[config.mk]
export PLATFORM = sky130hd
export DESIGN_NAME = spi_fram_master
export DESIGN_NICKNAME = d
export VERILOG_FILES = /design/src/rtl/spi_fram_pkg.sv /design/src/rtl/spi_sck_gen.sv /design/src/rtl/spi_fram_master.sv
export SDC_FILE = /design/constraint.sdc
export NUM_CORES = 1
export LEC_CHECK = 0
export ABC_AREA = 1
export CORE_MARGIN = 10
export CORE_UTILIZATION = 50
export DETAILED_ROUTE_END_ITERATION = 8
export PLACE_DENSITY = 0.76
export RECOVER_POWER = 50
export SLEW_MARGIN = 40
export SYNTH_ARGS = -nofsm -noshare
export SYNTH_HDL_FRONTEND = slang
export SYNTH_SLANG_ARGS = --single-unit
export TNS_END_PERCENT = 10
[constraint.sdc]
create_clock -name clk -period 1.98 [get_ports clk]
set_input_delay 0.297 -clock clk [delete_from_list [all_inputs] [get_ports clk]]
set_output_delay 0.297 -clock clk [all_outputs]
set_load 0.02 [all_outputs]
[src/rtl/spi_fram_pkg.sv]
// Shared definitions for the SPI FRAM master: opcodes, host command encoding,
// FSM states, per-command frame lengths and frame/bit helpers.
package spi_fram_pkg;

  localparam logic [7:0] OP_WREN  = 8'h06;
  localparam logic [7:0] OP_WRITE = 8'h02;
  localparam logic [7:0] OP_READ  = 8'h03;
  localparam logic [7:0] OP_RDSR  = 8'h05;

  typedef enum logic [1:0] {
    CMD_WREN  = 2'b00,
    CMD_WRITE = 2'b01,
    CMD_READ  = 2'b10,
    CMD_RDSR  = 2'b11
  } cmd_e;

  typedef enum logic [2:0] {
    ST_IDLE,
    ST_SETUP,
    ST_SCK_LO,
    ST_SCK_HI,
    ST_HOLD,
    ST_CSIDLE
  } state_e;

  localparam logic [5:0] BITS_WREN  = 6'd8;
  localparam logic [5:0] BITS_RDSR  = 6'd16;
  localparam logic [5:0] BITS_READ  = 6'd40;
  localparam logic [5:0] BITS_WRITE = 6'd40;

  // Five tx bytes, MSB-aligned; unused trailing bytes are zero (dummy clocks).
  function automatic logic [39:0] build_frame(input cmd_e cmd, input logic [23:0] addr,
                                              input logic [7:0] wdata);
    logic [39:0] f;
    case (cmd)
      CMD_WREN:  f = {OP_WREN, 32'h0};
      CMD_RDSR:  f = {OP_RDSR, 32'h0};
      CMD_READ:  f = {OP_READ, addr, 8'h00};
      default:   f = {OP_WRITE, addr, wdata};
    endcase
    return f;
  endfunction

  function automatic logic [5:0] frame_bits(input cmd_e cmd);
    logic [5:0] n;
    case (cmd)
      CMD_WREN:  n = BITS_WREN;
      CMD_RDSR:  n = BITS_RDSR;
      CMD_READ:  n = BITS_READ;
      default:   n = BITS_WRITE;
    endcase
    return n;
  endfunction

  // count[5:3] picks the tx byte, count[2:0] the bit within it (MSB first).
  function automatic logic tx_bit(input logic [39:0] frame, input logic [5:0] count);
    logic [7:0] b;
    case (count[5:3])
      3'd0:    b = frame[39:32];
      3'd1:    b = frame[31:24];
      3'd2:    b = frame[23:16];
      3'd3:    b = frame[15:8];
      3'd4:    b = frame[7:0];
      default: b = 8'h00;
    endcase
    return b[3'd7 - count[2:0]];
  endfunction

endpackage

[src/rtl/spi_sck_gen.sv]
// SCK phase timer: counts CLK_DIV clk cycles per SCK phase while run is high
// and strobes phase_end_c on the last cycle of each phase.
// Ports: clk, rst (async, active-high), run (frame in progress),
//        phase_end_c (combinational end-of-phase strobe).
module spi_sck_gen #(
  parameter int unsigned CLK_DIV = 2
) (
  input  logic clk,
  input  logic rst,
  input  logic run,
  output logic phase_end_c
);

  logic [7:0] cnt;

  assign phase_end_c = run && (cnt == 8'(CLK_DIV - 1));

  always_ff @(posedge clk or posedge rst) begin
    if (rst) begin
      cnt <= 8'd0;
    end else if (!run || phase_end_c) begin
      cnt <= 8'd0;
    end else begin
      cnt <= cnt + 8'd1;
    end
  end

endmodule

[src/rtl/spi_fram_master.sv]
// SPI mode-0 master issuing FRAM byte transactions (WREN, WRITE, READ, RDSR).
// Host: req_valid/req_ready/req_cmd/req_addr/req_wdata in, rsp_valid/rsp_rdata
// out (one-cycle pulse), busy. SPI: spi_cs, spi_sck, spi_mosi out, spi_miso in.
// clk / rst: rising-edge clock, asynchronous active-high reset.
// Optional: define SPI_FRAM_AUTO_WREN_EN to precede every WRITE with an
// automatic WREN frame (one response, after the WRITE frame only).
module spi_fram_master
  import spi_fram_pkg::*;
#(
  parameter int unsigned CLK_DIV    = 2,
  parameter int unsigned CS_IDLE    = 4,
  parameter int unsigned ADDR_WIDTH = 18
) (
  input  logic                  clk,
  input  logic                  rst,
  input  logic                  req_valid,
  output logic                  req_ready,
  input  logic [1:0]            req_cmd,
  input  logic [ADDR_WIDTH-1:0] req_addr,
  input  logic [7:0]            req_wdata,
  output logic                  rsp_valid,
  output logic [7:0]            rsp_rdata,
  output logic                  busy,
  output logic                  spi_cs,
  output logic                  spi_sck,
  output logic                  spi_mosi,
  input  logic                  spi_miso
);

  localparam int unsigned IDLE_W = (CS_IDLE > 1) ? $clog2(CS_IDLE) : 1;

  state_e            state;
  cmd_e              cur_cmd;
  logic [23:0]       addr_q;
  logic [7:0]        wdata_q;
  logic [7:0]        rx;
  logic [5:0]        bit_cnt;
  logic [IDLE_W-1:0] idle_cnt;
  logic              pend_write;

  logic        run_c;
  logic        phase_end_c;
  logic [39:0] frame_c;
  logic [5:0]  last_bit_c;
  cmd_e        first_cmd_c;
  logic        wants_pend_c;
  logic        first_bit_c;
  logic [23:0] req_addr24_c;

  assign run_c        = (state == ST_SETUP) || (state == ST_SCK_LO) ||
                        (state == ST_SCK_HI) || (state == ST_HOLD);
  assign frame_c      = build_frame(cur_cmd, addr_q, wdata_q);
  assign last_bit_c   = frame_bits(cur_cmd) - 6'd1;
  assign req_addr24_c = 24'(req_addr);

  // With auto-WREN a WRITE request opens with a WREN frame and parks the write.
`ifdef SPI_FRAM_AUTO_WREN_EN
  assign wants_pend_c = (cmd_e'(req_cmd) == CMD_WRITE);
`else
  assign wants_pend_c = 1'b0;
`endif
  assign first_cmd_c = wants_pend_c ? CMD_WREN : cmd_e'(req_cmd);
  assign first_bit_c = tx_bit(build_frame(first_cmd_c, req_addr24_c, req_wdata), 6'd0);

  spi_sck_gen #(.CLK_DIV(CLK_DIV)) u_sck_gen (
    .clk         (clk),
    .rst         (rst),
    .run         (run_c),
    .phase_end_c (phase_end_c)
  );

  // Frame sequencer with registered host and SPI outputs.
  always_ff @(posedge clk or posedge rst) begin
    if (rst) begin
      state      <= ST_IDLE;
      cur_cmd    <= CMD_WREN;
      addr_q     <= 24'h0;
      wdata_q    <= 8'h00;
      rx         <= 8'h00;
      bit_cnt    <= 6'd0;
      idle_cnt   <= '0;
      pend_write <= 1'b0;
      spi_cs     <= 1'b1;
      spi_sck    <= 1'b0;
      spi_mosi   <= 1'b0;
      req_ready  <= 1'b1;
      busy       <= 1'b0;
      rsp_valid  <= 1'b0;
      rsp_rdata  <= 8'h00;
    end else begin
      rsp_valid <= 1'b0;
      case (state)
        ST_IDLE: begin
          if (req_valid && req_ready) begin
            cur_cmd    <= first_cmd_c;
            addr_q     <= req_addr24_c;
            wdata_q    <= req_wdata;
            pend_write <= wants_pend_c;
            bit_cnt    <= 6'd0;
            spi_cs     <= 1'b0;
            spi_mosi   <= first_bit_c;
            req_ready  <= 1'b0;
            busy       <= 1'b1;
            state      <= ST_SETUP;
          end
        end
        ST_SETUP: begin
          if (phase_end_c) state <= ST_SCK_LO;
        end
        ST_SCK_LO: begin
          // MISO is captured on the same edge that raises SCK.
          if (phase_end_c) begin
            spi_sck <= 1'b1;
            rx      <= {rx[6:0], spi_miso};
            state   <= ST_SCK_HI;
          end
        end
        ST_SCK_HI: begin
          if (phase_end_c) begin
            spi_sck <= 1'b0;
            if (bit_cnt == last_bit_c) begin
              spi_mosi <= 1'b0;
              state    <= ST_HOLD;
            end else begin
              bit_cnt  <= bit_cnt + 6'd1;
              spi_mosi <= tx_bit(frame_c, bit_cnt + 6'd1);
              state    <= ST_SCK_LO;
            end
          end
        end
        ST_HOLD: begin
          // CS rises only after SCK has been low for a full phase.
          if (phase_end_c) begin
            spi_cs   <= 1'b1;
            idle_cnt <= '0;
            state    <= ST_CSIDLE;
            if (!pend_write) begin
              rsp_valid <= 1'b1;
              rsp_rdata <= ((cur_cmd == CMD_READ) || (cur_cmd == CMD_RDSR)) ? rx : 8'h00;
            end
          end
        end
        ST_CSIDLE: begin
          if (idle_cnt == IDLE_W'(CS_IDLE - 1)) begin
            if (pend_write) begin
              pend_write <= 1'b0;
              cur_cmd    <= CMD_WRITE;
              bit_cnt    <= 6'd0;
              spi_cs     <= 1'b0;
              spi_mosi   <= tx_bit(build_frame(CMD_WRITE, addr_q, wdata_q), 6'd0);
              state      <= ST_SETUP;
            end else begin
              req_ready <= 1'b1;
              busy      <= 1'b0;
              state     <= ST_IDLE;
            end
          end else begin
            idle_cnt <= idle_cnt + 1'b1;
          end
        end
        default: state <= ST_IDLE;
      endcase
    end
  end

endmodule

======== Word level (Yosys, flattened, before mapping) ========
Index checks and enable logic that the tools add are counted.
operators by class
  $add $sub $neg .......................... 5
  order comparisons ....................... 1
  equality and inequality tests ........... 24
  muxes and demuxes ....................... 55
  bitwise gates (word level) .............. 1
  reductions and logical operators ........ 28
operator list
  kind                                                  number
  case mux 35 bit (3 select lines)                      1
  2-to-1 mux 8 bit                                      5
  case mux 8 bit (5 select lines)                       1
  2-to-1 mux 6 bit                                      5
  2-to-1 mux 3 bit                                      7
  2-to-1 mux 1 bit                                      19
  case mux 3 bit (6 select lines)                       1
  case mux 6 bit (3 select lines)                       1
  equality test 3 x 2 -> 1 bit (second input constant)  4
  != test 2 bit (second input constant)                 6
  case mux 6 bit (2 select lines)                       1
  AND reduction 3 bit                                   4
  AND reduction 6 bit                                   2
  2-to-1 mux 2 bit                                      5
  AND reduction 5 bit                                   2
  equality test 3 bit (second input constant)           3
  adder 8 x 1 -> 8 bit (second input constant)          1
  equality test 8 x 1 -> 1 bit (second input constant)  1
  != test 2 x 1 -> 1 bit (second input constant)        4
  case mux 1 bit (2 select lines)                       4
  case mux 2 bit (2 select lines)                       2
  AND reduction 4 bit                                   2
  adder 6 x 1 -> 6 bit (second input constant)          1
  equality test 2 bit (second input constant)           3
  other kinds (17)                                      29
storage, ports and cells
  flip-flop bits (word level) ............. 70
  input bits .............................. 32
  output and inout port bits .............. 14

======== Depth between registers and ports, before layout ========
  depth after elaboration ................. 12
  depth in mapped cells ................... 14
  gate-level depth less buffers ........... 14

======== Cells and area by module ========
A second synthesis with hierarchy kept.
unflattened totals
  cell total of the unflattened synthesis .. 495
  area, all modules ....................... 3,674.8 um2
by module, submodules not included
  module           times used  cells an instance  area an instance (um2)  seq. area each (um2)
  spi_fram_master  1           430                3,211.8                 1,529.0
  spi_sck_gen      1           65                 462.9                   200.2

======== Worst setup path before layout ========
Ideal clock, no wire load.
  path type ............................... register to register
  from .................................... register cur_cmd[0]
  to ...................................... register spi_mosi
  data arrival time ....................... 1.584 ns
  slack ................................... 0.278 ns
  cell stages (with the launch flop) ...... 14
  buffers on the path ..................... 1
  period minus slack after synthesis ...... 1.702 ns
  cells stage by stage .................... dfrtp_1 -> inv_1 -> ha_1 -> inv_1 -> clkbuf_1 -> a21oi_1 -> nand3_1 -> nand2_1 -> nor2_1 -> nand2_1 -> nand3_1 -> nand3_1 -> nand3_1 -> nand2_1
on the way
  word-level cells in the longest chain between the ends .. 11
  elaborated cells on any way between the ends .. 16
ends and longest elaborated chain
  what                                               RTL line                source
  from (decl)                                        spi_fram_master.sv:33   cmd_e cur_cmd;
  from (signal assigned)                             spi_fram_master.sv:95   cur_cmd <= first_cmd_c;
  equality test 2 bit, or another cell as far along  spi_fram_pkg.sv:35      case (cmd)
  case mux 35 bit (3 select lines)                   spi_fram_pkg.sv:35
  case mux 8 bit (5 select lines)                    spi_fram_pkg.sv:58      case (count[5:3])
  2-to-1 mux 8 bit                                   spi_fram_master.sv:121  if (bit_cnt == last_bit_c) begin
  2-to-1 mux 8 bit                                   spi_fram_master.sv:119  if (phase_end_c) begin
  2-to-1 mux 8 bit                                   spi_fram_master.sv:92   case (state)
  binary-select mux 1 bit (select 3 bit)             spi_fram_pkg.sv:66      return b[3'd7 - count[2:0]];
  2-to-1 mux 1 bit (not written as such)             spi_fram_pkg.sv:66
  2-to-1 mux 1 bit *                                 spi_fram_master.sv:121
  2-to-1 mux 1 bit *                                 spi_fram_master.sv:119
  case mux 1 bit (3 select lines) *                  spi_fram_master.sv:92
  to (signal assigned)                               spi_fram_master.sv:101  spi_mosi <= first_bit_c;
  to (signal assigned)                               spi_fram_master.sv:126  spi_mosi <= tx_bit(frame_c, bit_cnt + 6'd1);
  to (signal assigned)                               spi_fram_master.sv:150  spi_mosi <= tx_bit(build_frame(CMD_WRITE, addr_q, wdata_q), 6'd0);
  to (decl)                                          spi_fram_master.sv:26   output logic spi_mosi,
Every way passes the cells marked *; elsewhere a longest branch is shown, timed or not. The select of a mux whose other input is x is not followed.
A chain may end at the register's enable or synchronous reset.

======== Worst setup path after layout ========
  from .................................... register u_sck_gen.cnt[5]
  to ...................................... register bit_cnt[1]
on the way
  word-level cells in the longest chain between the ends .. 4
ends and longest elaborated chain
  what                              RTL line                source
  from (decl)                       spi_sck_gen.sv:14       logic [7:0] cnt;
  from (signal assigned)            spi_sck_gen.sv:24       cnt <= cnt + 8'd1;
  equality test 8 x 1 -> 1 bit      spi_sck_gen.sv:16       assign phase_end_c = run && (cnt == 8'(CLK_DIV - 1));
  logical AND 1 bit                 spi_sck_gen.sv:16
  != test 2 x 1 -> 1 bit (no line)  --
  AND reduction 6 bit (no line)     --
  to (signal assigned)              spi_fram_master.sv:125  bit_cnt <= bit_cnt + 6'd1;
  to (decl)                         spi_fram_master.sv:37   logic [5:0] bit_cnt;
Every way passes these cells.

==> results.yml <==
placed_design:
  dp_hpwl_mm: 6.18
  gp_congestion: 0.961
  port_buffers: 45
timing:
  drv_slew: 0
  fin_skew_ns: 0.00833
  tightest_slew_ns: 0.923
  setup_violations: 0
  fmaxAchievable_ghz: 0.536
  hold_violations: 0
  rsz0062_at_grt: "true"
  slew_headroom_pct: 38.5
  period_share_pct: 94.2
  setup_tns_ns: 0
  min_period_ns: 1.87
yosys:
  yosysWarningCount: 0
  synth-async-reset-ratio_pct: 100
  syn_area_sq_um: 3700
  synth-edff-count: 0
  syn-num-nets: 519
  synthTopCellsByArea: "dfrtp_1, nand2_1, inv_1"
  seq_area_frac_synth_pct: 46.7
  yosysMostFrequentCell: "nand2_1"
  synthCells: 478
  yosysUniqueCellTypes: 32
  ys_ff_latch: 69
  synth_top_area_cell: "dfrtp_1"
  synth_common_cells: "nand2_1, inv_1, dfrtp_1"
  synth_ff_type: "dfrtp_1"
  synth_top_area_share_pct: 45.3
  synth_area_per_cell_sq_um: 7.75
die:
  rows: 31
  die_area_sq_um: 11200
  num_io_pins: 46
  die_h_um: 106
  coreArea_sq_um: 7210
  initial_utilization_pct: 51.3
  die_w_um: 106
grt:
  grt_pass1_wl_mm: 14.4
  grt_max_degree: 70
  antenna_found_initial: 0
  grt_pass1_vias: 3212
  grt_usage_pct: 15.4
  gr-total-overflow: 0
drt:
  antenna_left: 0
  routed_wl_mm: 8.47
  routed_via_density: 5.01
  first_pass_iters: 4
  route.detailed.drc: 0
  drt_iter0_markers: 216
  routed-via-count: 3208
  drt-wirelength-per-cell_um: 13.2
clocking:
  cts-root-buf: "clkbuf_8"
  cts_buffers: 9
  postCtsHoldBufs: 0
  path_clk_slew_ns: 0.08
  clock_latency_ns: 0.35
  h-tree-depth: 3
  cts_tree: "yes"
  clockBufferDepth: 2
  cts.sinks: 69
setup_path:
  max_stage_delay_ns: 0.41
  cpLargestDelayFamily: "simple AND/OR/NAND/NOR gates"
  required_ns: 2.24
  critPathKind: "register to register"
  path_common_cell: "nand4_1"
  cp_cell_sequence: "inv_1, nand4_1, nor4_4, inv_2, o21ai_4, nand4_1, o21ai_0"
  cpMaxStageDelayCell: "dfrtp_1"
  crit_arrival_ns: 2.13
  reg2reg_slack_ns: 0.11
  path_max_fanout: 6
  critical_path_buf_inv_count: 2
  cp-end-kind: "register"
  setup.worst_path.start_class: "register"
worst_hold_path:
  worstHoldPathType: "register to register"
power_and_ir_drop:
  p_per_area_nw_per_um2: 1220
  p_leak_nw: 2.12
  vdd_drop_max_v: 0.000664
cells_and_area:
  num_antenna_cells: 0
  drive_above_1_share_pct: 12.6
  utilization_pct: 63.2
  final_nets: 577
  area.growth.synth_to_final_pct: 23.1
  fill_cells: 641
job:
  cap_viol_max_count: 0
status:
  status: "completed"
-- state kept, by name, summed over array words and instances (netlist names) --
signal and cells:
addr_q 18, rsp_rdata 8, rx 8, u_sck_gen.cnt 8, wdata_q 8, bit_cnt 6
state 3, cur_cmd 2, idle_cnt 2, busy 1, req_ready 1, rsp_valid 1
spi_cs 1, spi_mosi 1, spi_sck 1
-- worst min-delay path, stage by stage, from the launching register on --
cell	delay (ns)
dfstp_2	0.38
nand2_1	0.05
nand2_1	0.05
-- final cells by class --
type / instances / area [sq um] / area share, %
multi-input combinational: 323 / 1640 / 35.9
clock buffer: 11 / 141 / 3.10
timing repair buffer: 63 / 596 / 13.1
sequential: 69 / 1730 / 38.0
clock inverter: 5 / 58.8 / 1.29
inverter: 70 / 267 / 5.85
tap: 99 / 124 / 2.72
-- metrics by stage --
stage | instances | power, mW | hold slack, ns | area (sq um) | worst slack [ns]
after floorplan | 478 | 3.62 | 0.414 | 3710 | 0.278
after global placement | 618 | 4.20 | 0.454 | 4280 | 0.0861
after detailed placement | 618 | 4.29 | 0.464 | 4280 | 0.0699
after CTS | 634 | 5.46 | 0.440 | 4480 | 0.0650
after global routing | 640 | 6.03 | 0.485 | 4560 | -0.0143
final | 640 | 5.55 | 0.473 | 4560 | 0.115
-- cell families (layout without fill, tap and decap cells) --
| logic type | Yosys count | count (layout) | share of synthesized area, % |
|---|---|---|---|
| AND/OR/NAND/NOR | 244 | 244 | 29.2 |
| buffers and inverters | 86 | 149 | 10.3 |
| AO/OA/AOI/OAI | 69 | 69 | 10.4 |
| flip-flops | 69 | 69 | 46.7 |
| adder cells (fa/ha/maj) | 9 | 9 | 3.04 |
| XOR/XNOR | 1 | 1 | 0.237 |
-- where the power goes --
part	switching (mW)	leakage [nW]	internal [mW]
combinational	1.35	1.15	0.883
clock	0.548	0.0959	0.618
sequential	0.272	0.878	1.87
total	2.17	2.12	3.38
-- path summary, 6_finish.rpt --
kind | start | end | cells past startpoint
worst max-delay path | u_sck_gen.cnt[5]$_DFF_PP0_ | bit_cnt[1]$_DFFE_PP0P_ | 7
worst min-delay path | spi_cs$_DFFE_PP1P_ | spi_cs$_DFFE_PP1P_ | 2
worst max register to register | u_sck_gen.cnt[5]$_DFF_PP0_ | bit_cnt[1]$_DFFE_PP0P_ | 7
worst min register to register | spi_cs$_DFFE_PP1P_ | spi_cs$_DFFE_PP1P_ | 2
max in group asynchronous | rst | bit_cnt[2]$_DFFE_PP0P_ | 3
min in group asynchronous | rst | u_sck_gen.cnt[7]$_DFF_PP0_ | 3
-- layout by cell type, fill, tap and decap left out, drive strengths merged, types with 3 or more instances in the layout --
master / instances
dfrtp: 67
ha: 9
a21oi: 17
nand4: 7
nand2: 144
clkbuf: 12
inv: 70
clkinvlp: 3
nor4: 3
clkdlybuf4s50: 44
nor3b: 3
o21ai: 38
nand3b: 4
buf: 17
nand3: 36
nor3: 4
nor2: 43
o31ai: 7
-- metal layers --
metal,wire (um),vias to the layer above,GRT usage (%),part of all wire [%]
met5,0,-,0,0
met4,213,0,7.64,2.5
met3,306,14,2.72,3.6
met2,4140,73,25.7,49
met1,3810,1483,18.8,45
li1,-,1638,-,-
-- what timing repair did --
action / in CTS / in global routing
setup endpoints to repair: 0 / 7
setup buffers: 0 / 6
gates resized for setup: 0 / 23
Power figures use the tool's default switching activity.
